--- src/rtl/dm_load_store_unit.sv ---
// Byte/half/word load-store front end for a word-addressed data memory; sub-word stores use read-modify-write.
// Optional DM_LSU_MISALIGN_TRAP_EN: misaligned requests complete immediately with err instead of being force-aligned.
module dm_load_store_unit #(
    parameter int DM_AW = 5
) (
    input  logic             clk,
    input  logic             rst,
    input  logic             req,
    input  logic             req_we,
    input  logic [1:0]       req_size,
    input  logic             req_signed,
    input  logic [DM_AW+1:0] req_addr,
    input  logic [31:0]      req_wdata,
    output logic             ready,
    output logic             done,
    output logic             err,
    output logic [31:0]      rdata,
    output logic [DM_AW-1:0] dm_addr,
    output logic [31:0]      dm_wd,
    output logic             dm_we,
    input  logic [31:0]      dm_rd
);

    typedef enum logic [1:0] {IDLE, RD, WR, RESP} state_t;

    state_t           state_q, state_d;
    logic             we_q, we_d;
    logic [1:0]       size_q, size_d;
    logic             signed_q, signed_d;
    logic [DM_AW+1:0] addr_q, addr_d;
    logic [31:0]      wdata_q, wdata_d;
    logic [31:0]      rbuf_q, rbuf_d;
    logic [31:0]      rdata_q, rdata_d;

    logic [DM_AW+1:0] addr_in;
    logic [31:0]      load_ext;
    logic [31:0]      merged;
    logic [3:0]       byte_en;
    logic [31:0]      lane_wd;
    logic [7:0]       byte_sel;
    logic [15:0]      half_sel;

`ifdef DM_LSU_MISALIGN_TRAP_EN
    logic err_q, err_d;
    logic misaligned;

    always_comb begin
        misaligned = (req_size == 2'b01 && req_addr[0]) || (req_size[1] && req_addr[1:0] != 2'b00);
        addr_in    = req_addr;
    end

    assign err = (state_q == RESP) & err_q;
`else
    always_comb begin
        addr_in = req_addr;
        case (req_size)
            2'b00:   addr_in = req_addr;
            2'b01:   addr_in[0] = 1'b0;
            default: addr_in[1:0] = 2'b00;
        endcase
    end

    assign err = 1'b0;
`endif

    // Lane extraction works straight off dm_rd so rdata is ready at the RD->RESP edge.
    always_comb begin
        byte_sel = dm_rd[{addr_q[1:0], 3'b000} +: 8];
        half_sel = addr_q[1] ? dm_rd[31:16] : dm_rd[15:0];
        case (size_q)
            2'b00:   load_ext = {{24{signed_q & byte_sel[7]}}, byte_sel};
            2'b01:   load_ext = {{16{signed_q & half_sel[15]}}, half_sel};
            default: load_ext = dm_rd;
        endcase
    end

    always_comb begin
        case (size_q)
            2'b00: begin
                byte_en = 4'b0001 << addr_q[1:0];
                lane_wd = {4{wdata_q[7:0]}};
            end
            2'b01: begin
                byte_en = addr_q[1] ? 4'b1100 : 4'b0011;
                lane_wd = {2{wdata_q[15:0]}};
            end
            default: begin
                byte_en = 4'b1111;
                lane_wd = wdata_q;
            end
        endcase
        merged = rbuf_q;
        for (int unsigned i = 0; i < 4; i++) begin
            if (byte_en[i]) merged[8*i +: 8] = lane_wd[8*i +: 8];
        end
    end

    always_comb begin
        state_d  = state_q;
        we_d     = we_q;
        size_d   = size_q;
        signed_d = signed_q;
        addr_d   = addr_q;
        wdata_d  = wdata_q;
        rbuf_d   = rbuf_q;
        rdata_d  = rdata_q;
`ifdef DM_LSU_MISALIGN_TRAP_EN
        err_d    = err_q;
`endif
        ready    = 1'b0;
        done     = 1'b0;
        dm_we    = 1'b0;
        dm_wd    = '0;
        dm_addr  = '0;
        case (state_q)
            IDLE: begin
                ready = 1'b1;
                if (req) begin
                    we_d     = req_we;
                    size_d   = req_size;
                    signed_d = req_signed;
                    addr_d   = addr_in;
                    wdata_d  = req_wdata;
                    state_d  = RD;
`ifdef DM_LSU_MISALIGN_TRAP_EN
                    err_d    = misaligned;
                    if (misaligned) state_d = RESP;
`endif
                end
            end
            RD: begin
                dm_addr = addr_q[DM_AW+1:2];
                rbuf_d  = dm_rd;
                if (we_q) begin
                    state_d = WR;
                end else begin
                    rdata_d = load_ext;
                    state_d = RESP;
                end
            end
            WR: begin
                dm_addr = addr_q[DM_AW+1:2];
                dm_we   = ~rst;
                dm_wd   = merged;
                state_d = RESP;
            end
            RESP: begin
                dm_addr = addr_q[DM_AW+1:2];
                done    = 1'b1;
                state_d = IDLE;
            end
            default: state_d = IDLE;
        endcase
    end

    always_ff @(posedge clk) begin
        if (rst) begin
            state_q  <= IDLE;
            we_q     <= 1'b0;
            size_q   <= '0;
            signed_q <= 1'b0;
            addr_q   <= '0;
            wdata_q  <= '0;
            rbuf_q   <= '0;
            rdata_q  <= '0;
`ifdef DM_LSU_MISALIGN_TRAP_EN
            err_q    <= 1'b0;
`endif
        end else begin
            state_q  <= state_d;
            we_q     <= we_d;
            size_q   <= size_d;
            signed_q <= signed_d;
            addr_q   <= addr_d;
            wdata_q  <= wdata_d;
            rbuf_q   <= rbuf_d;
            rdata_q  <= rdata_d;
`ifdef DM_LSU_MISALIGN_TRAP_EN
            err_q    <= err_d;
`endif
        end
    end

    assign rdata = rdata_q;

endmodule

--- config.mk ---
export PLATFORM = sky130hd
export DESIGN_NAME = dm_load_store_unit
export DESIGN_NICKNAME = d
export VERILOG_FILES = /design/src/rtl/dm_load_store_unit.sv
export SDC_FILE = /design/constraint.sdc
export NUM_CORES = 1
export LEC_CHECK = 0
export BUFFER_PORTS_ARGS = -buffer_cell sky130_fd_sc_hd__buf_2
export CAP_MARGIN = 10
export CORE_UTILIZATION = 52
export DETAILED_ROUTE_END_ITERATION = 16
export MAX_ROUTING_LAYER = met4
export PLACE_DENSITY = 0.83
export REMOVE_ABC_BUFFERS = 1
export SYNTH_ARGS = -nofsm -noshare
export SYNTH_HDL_FRONTEND = slang
export SYNTH_SLANG_ARGS = --single-unit
--- constraint.sdc ---
create_clock -name clk -period 1.8 [get_ports clk]
set_input_delay 0.09 -clock clk [delete_from_list [all_inputs] [get_ports clk]]
set_output_delay 0.09 -clock clk [all_outputs]
set_load 0.005 [all_outputs]
==> summary.md <==
| Metric | Value |
|---|---|
| Status | completed |
| #FFs+latches synth | around 110 |
| Die area | between 10000 and 15000 µm² |
| Core Footprint | 9730 µm² |
| Detailed-route wire length per cell | roughly 17 µm |
| Cell leakage power | 3.27 nW |
| Placed inst area | around 6200 µm² |
| CTS Buffer Depth | 2 |
| Root buf cell | clkbuf_8 |
| CP max FO | 11 |
| CTS tree | done |
| Peak VDD IR | 0.619 mV |
| Asr flop ratio synth | 0 |
| Gate count after technology mapping | roughly 630 |
| Pre-CTS setup slack | between 0.02 and 0.025 ns |
| Gpl congestion | ~0.94 |
| H-tree levels | 3 |
| Crit share post-route | 0.979 |
| Clock skew | approximately 0.01 ns |
| DP HPWL | about 11000 µm |
| Starting Density | 0.535 |
| Reg2Reg Depth | 6 |
| Io pins | ~150 |
| Nets | 896 |
| CTS Sinks | 109 |
| Initial antenna violation count | 0 |
| DIE WIDTH | around 100 µm |
| Final ANT Viol Nets | 0 |
| Setup CP Type | reg -> out |
| Fin worst setup slack | about 0.038 ns |
| Max_cap viols | 0 |
| I/O Buffers | approximately 150 |
| DR pass1 iterations | 5 |
| Syn_area_per_cell | around 8.3 µm² |
| Number of CTS-inserted buffers | 9 |
| Hold Crit Start | dm_rd[19] |
| Top cells by count, synth | nand2_1 (124), dfxtp_1 (109), nor2_1 (63), a21oi_1 (58), mux2i_1 (57) |
| All-Layer GR Usage | 0.325 |
| Iteration-0 DRC Markers | 350 |
| PD cells | around 1300 nW/µm² |
| RR Startpoint | state_q[1] |
| Register area | about 2200 µm² |
| Ys flop type | dfxtp_1 |
| First-pass GRT wire length | 24900 µm |
| Worst hold stages | 3 |
| Clk slew on worst S/H paths | roughly 0.1 ns |
| WP data required | ~1.7 ns |
| Area contributors post-synth | dfxtp_1 (42%), mux2i_1 (11%), nand2_1 (8.9%) |
| Cell Area, Synth | 5210 µm² |
| Post-route DRC | 0 |
| Setup violators final | 0 |
| Final Hold Viols | 0 |
| Worst skew pair latency | about 0.37 ns |
| Min-Delay Endpoint | rdata[19] |
| Share of cells above drive strength 1 | 0.268 |
| Startpoint types | register |
| CP arrival | around 1.7 ns |
| Via count | 5390 |
| Die Ht | just over 100 µm |
| Fill cell count | about 820 |
| R2r endpoint | rdata[5] |
| Area share of the largest cell type after synthesis | 0.419 |
| Worst Hold Class | in -> reg |
| Post-synth EDFFs | 0 |
| Final Cell Area | about 7000 µm² |
| Top-count cell post-synth | nand2_1 |
| Multi-input gate area | 2830 µm² |
| Vias per cell | about 5.7 |
| Largest net degree at the start of global routing | 43 |
| Crit. End Element | output pin |
| Final slew viol count | 0 |
| Crit path time final | 1.76 ns |
| Synth area leader | dfxtp_1 |
| Routed Wire Length | about 17000 µm |
| Row cnt | 36 |
| Area grow syn2layout | 33.8% |
| Number of global-route vias before repair | slightly above 5000 |
| Synth warnings | 0 |
| # diodes | 0 |
| Post-synthesis sequential area ratio | 0.419 |
| Fmax | 567 MHz |
| Number of distinct library cells after synthesis | 37 |
| Total gr overflow | 0 |
| Worst reg2reg setup slack | 0.12 ns |
-- cell families after synthesis --
logic type,Yosys count,share of synthesized area
AND/OR/NAND/NOR,229,0.184
flip-flops,109,0.419
buffers and inverters,62,0.0509
other,1,0.000720
AO/OA/AOI/OAI,162,0.215
multiplexers,59,0.118
adder cells (fa/ha/maj),5,0.0120
-- area by class of cell --
cell class              count  share of cell area
well taps                 133              0.0239
flip-flops and latches    109               0.314
repair buffers            226               0.219
multi-input cells         456               0.407
inverters                  11             0.00592
clock inverters             4             0.00646
clock buffers              12              0.0237
-- how the worst max path moves through the flow --
| stage | startpoint | end | cells after the start |
|---|---|---|---|
| global placement | addr_q[1] | dm_wd[30] | 4 |
| floorplan | state_q[1] | rdata[6] | 6 |
| detailed placement | addr_q[1] | dm_wd[26] | 4 |
| finish | addr_q[1] | dm_wd[9] | 6 |
| global route | addr_q[1] | dm_wd[13] | 6 |
| CTS | addr_q[0] | dm_wd[1] | 5 |
-- layout by cell type (no fill, tap or decap), types with 5 or more instances in the layout --
cell           instances
and2b_1                5
a21oi_1               58
nor2b_1               17
buf_2                148
buf_12                 5
nor2_1                61
nand3_1                8
a211oi_1              25
buf_4                 21
dlygate4sd3_1         45
o221ai_1               7
o211a_1               16
o21ai_0                8
nand2_1              124
dfxtp_1              105
inv_1                  8
o22ai_1                7
a21o_1                 8
clkbuf_8              12
a221oi_1               8
mux2i_1               57
a22oi_1                9
a22o_1                 9
buf_6                  5
-- metrics by stage --
step	std cells	utilization	setup TNS [ns]	hold WS, ns	power [W]
after floorplan	576	-	-65.92	0.159	0.00556
after global placement	884	0.632	0	0.331	0.00696
after detailed placement	884	0.632	0	0.336	0.00707
after CTS	945	0.705	-0.444	0.00195	0.00873
after global routing	951	0.716	-0.0178	0.00759	0.00943
final	951	0.716	0	0.00932	0.00891
-- flip-flops by register name, indices dropped and copies added, names as in the netlist --
name / count
size_q: 2
wdata_q: 32
signed_q: 1
state_q: 2
rbuf_q: 32
addr_q: 7
we_q: 1
rdata: 32
-- where the power goes --
part / switching (W) / internal, W / leakage (nW) / total [W]
combinational: 0.00210 / 0.00172 / 2.26 / 0.00382
sequential: 0.000455 / 0.00305 / 0.895 / 0.00351
clock: 0.000824 / 0.000752 / 0.112 / 0.00158
-- worst max-delay path: stages (launching register included) --
cell,delay (ns)
dfxtp_2,0.36
buf_4,0.18
o21ai_2,0.20
buf_6,0.17
nand3_1,0.12
o211a_1,0.15
buf_2,0.12
-- repair_timing --
action	CTS	global route
gates cloned	0	1
pin swaps	0	1
hold buffers	45	0
endpoints found under the setup margin	31	33
resized for setup	12	20
hold endpoints to repair	45	0
buffers inserted	0	5
-- metal layers --
| metal | GRT usage | vias up | wire length [µm] | part of all wire |
|---|---|---|---|---|
| met5 | - | - | 0 | 0 |
| met4 | 0.168 | 0 | 538 | 0.032 |
| met1 | 0.400 | 2545 | 6910 | 0.42 |
| li1 | - | 2556 | - | - |
| met2 | 0.526 | 244 | 8210 | 0.49 |
| met3 | 0.0363 | 45 | 948 | 0.057 |
(Power assumes the default switching activity.)
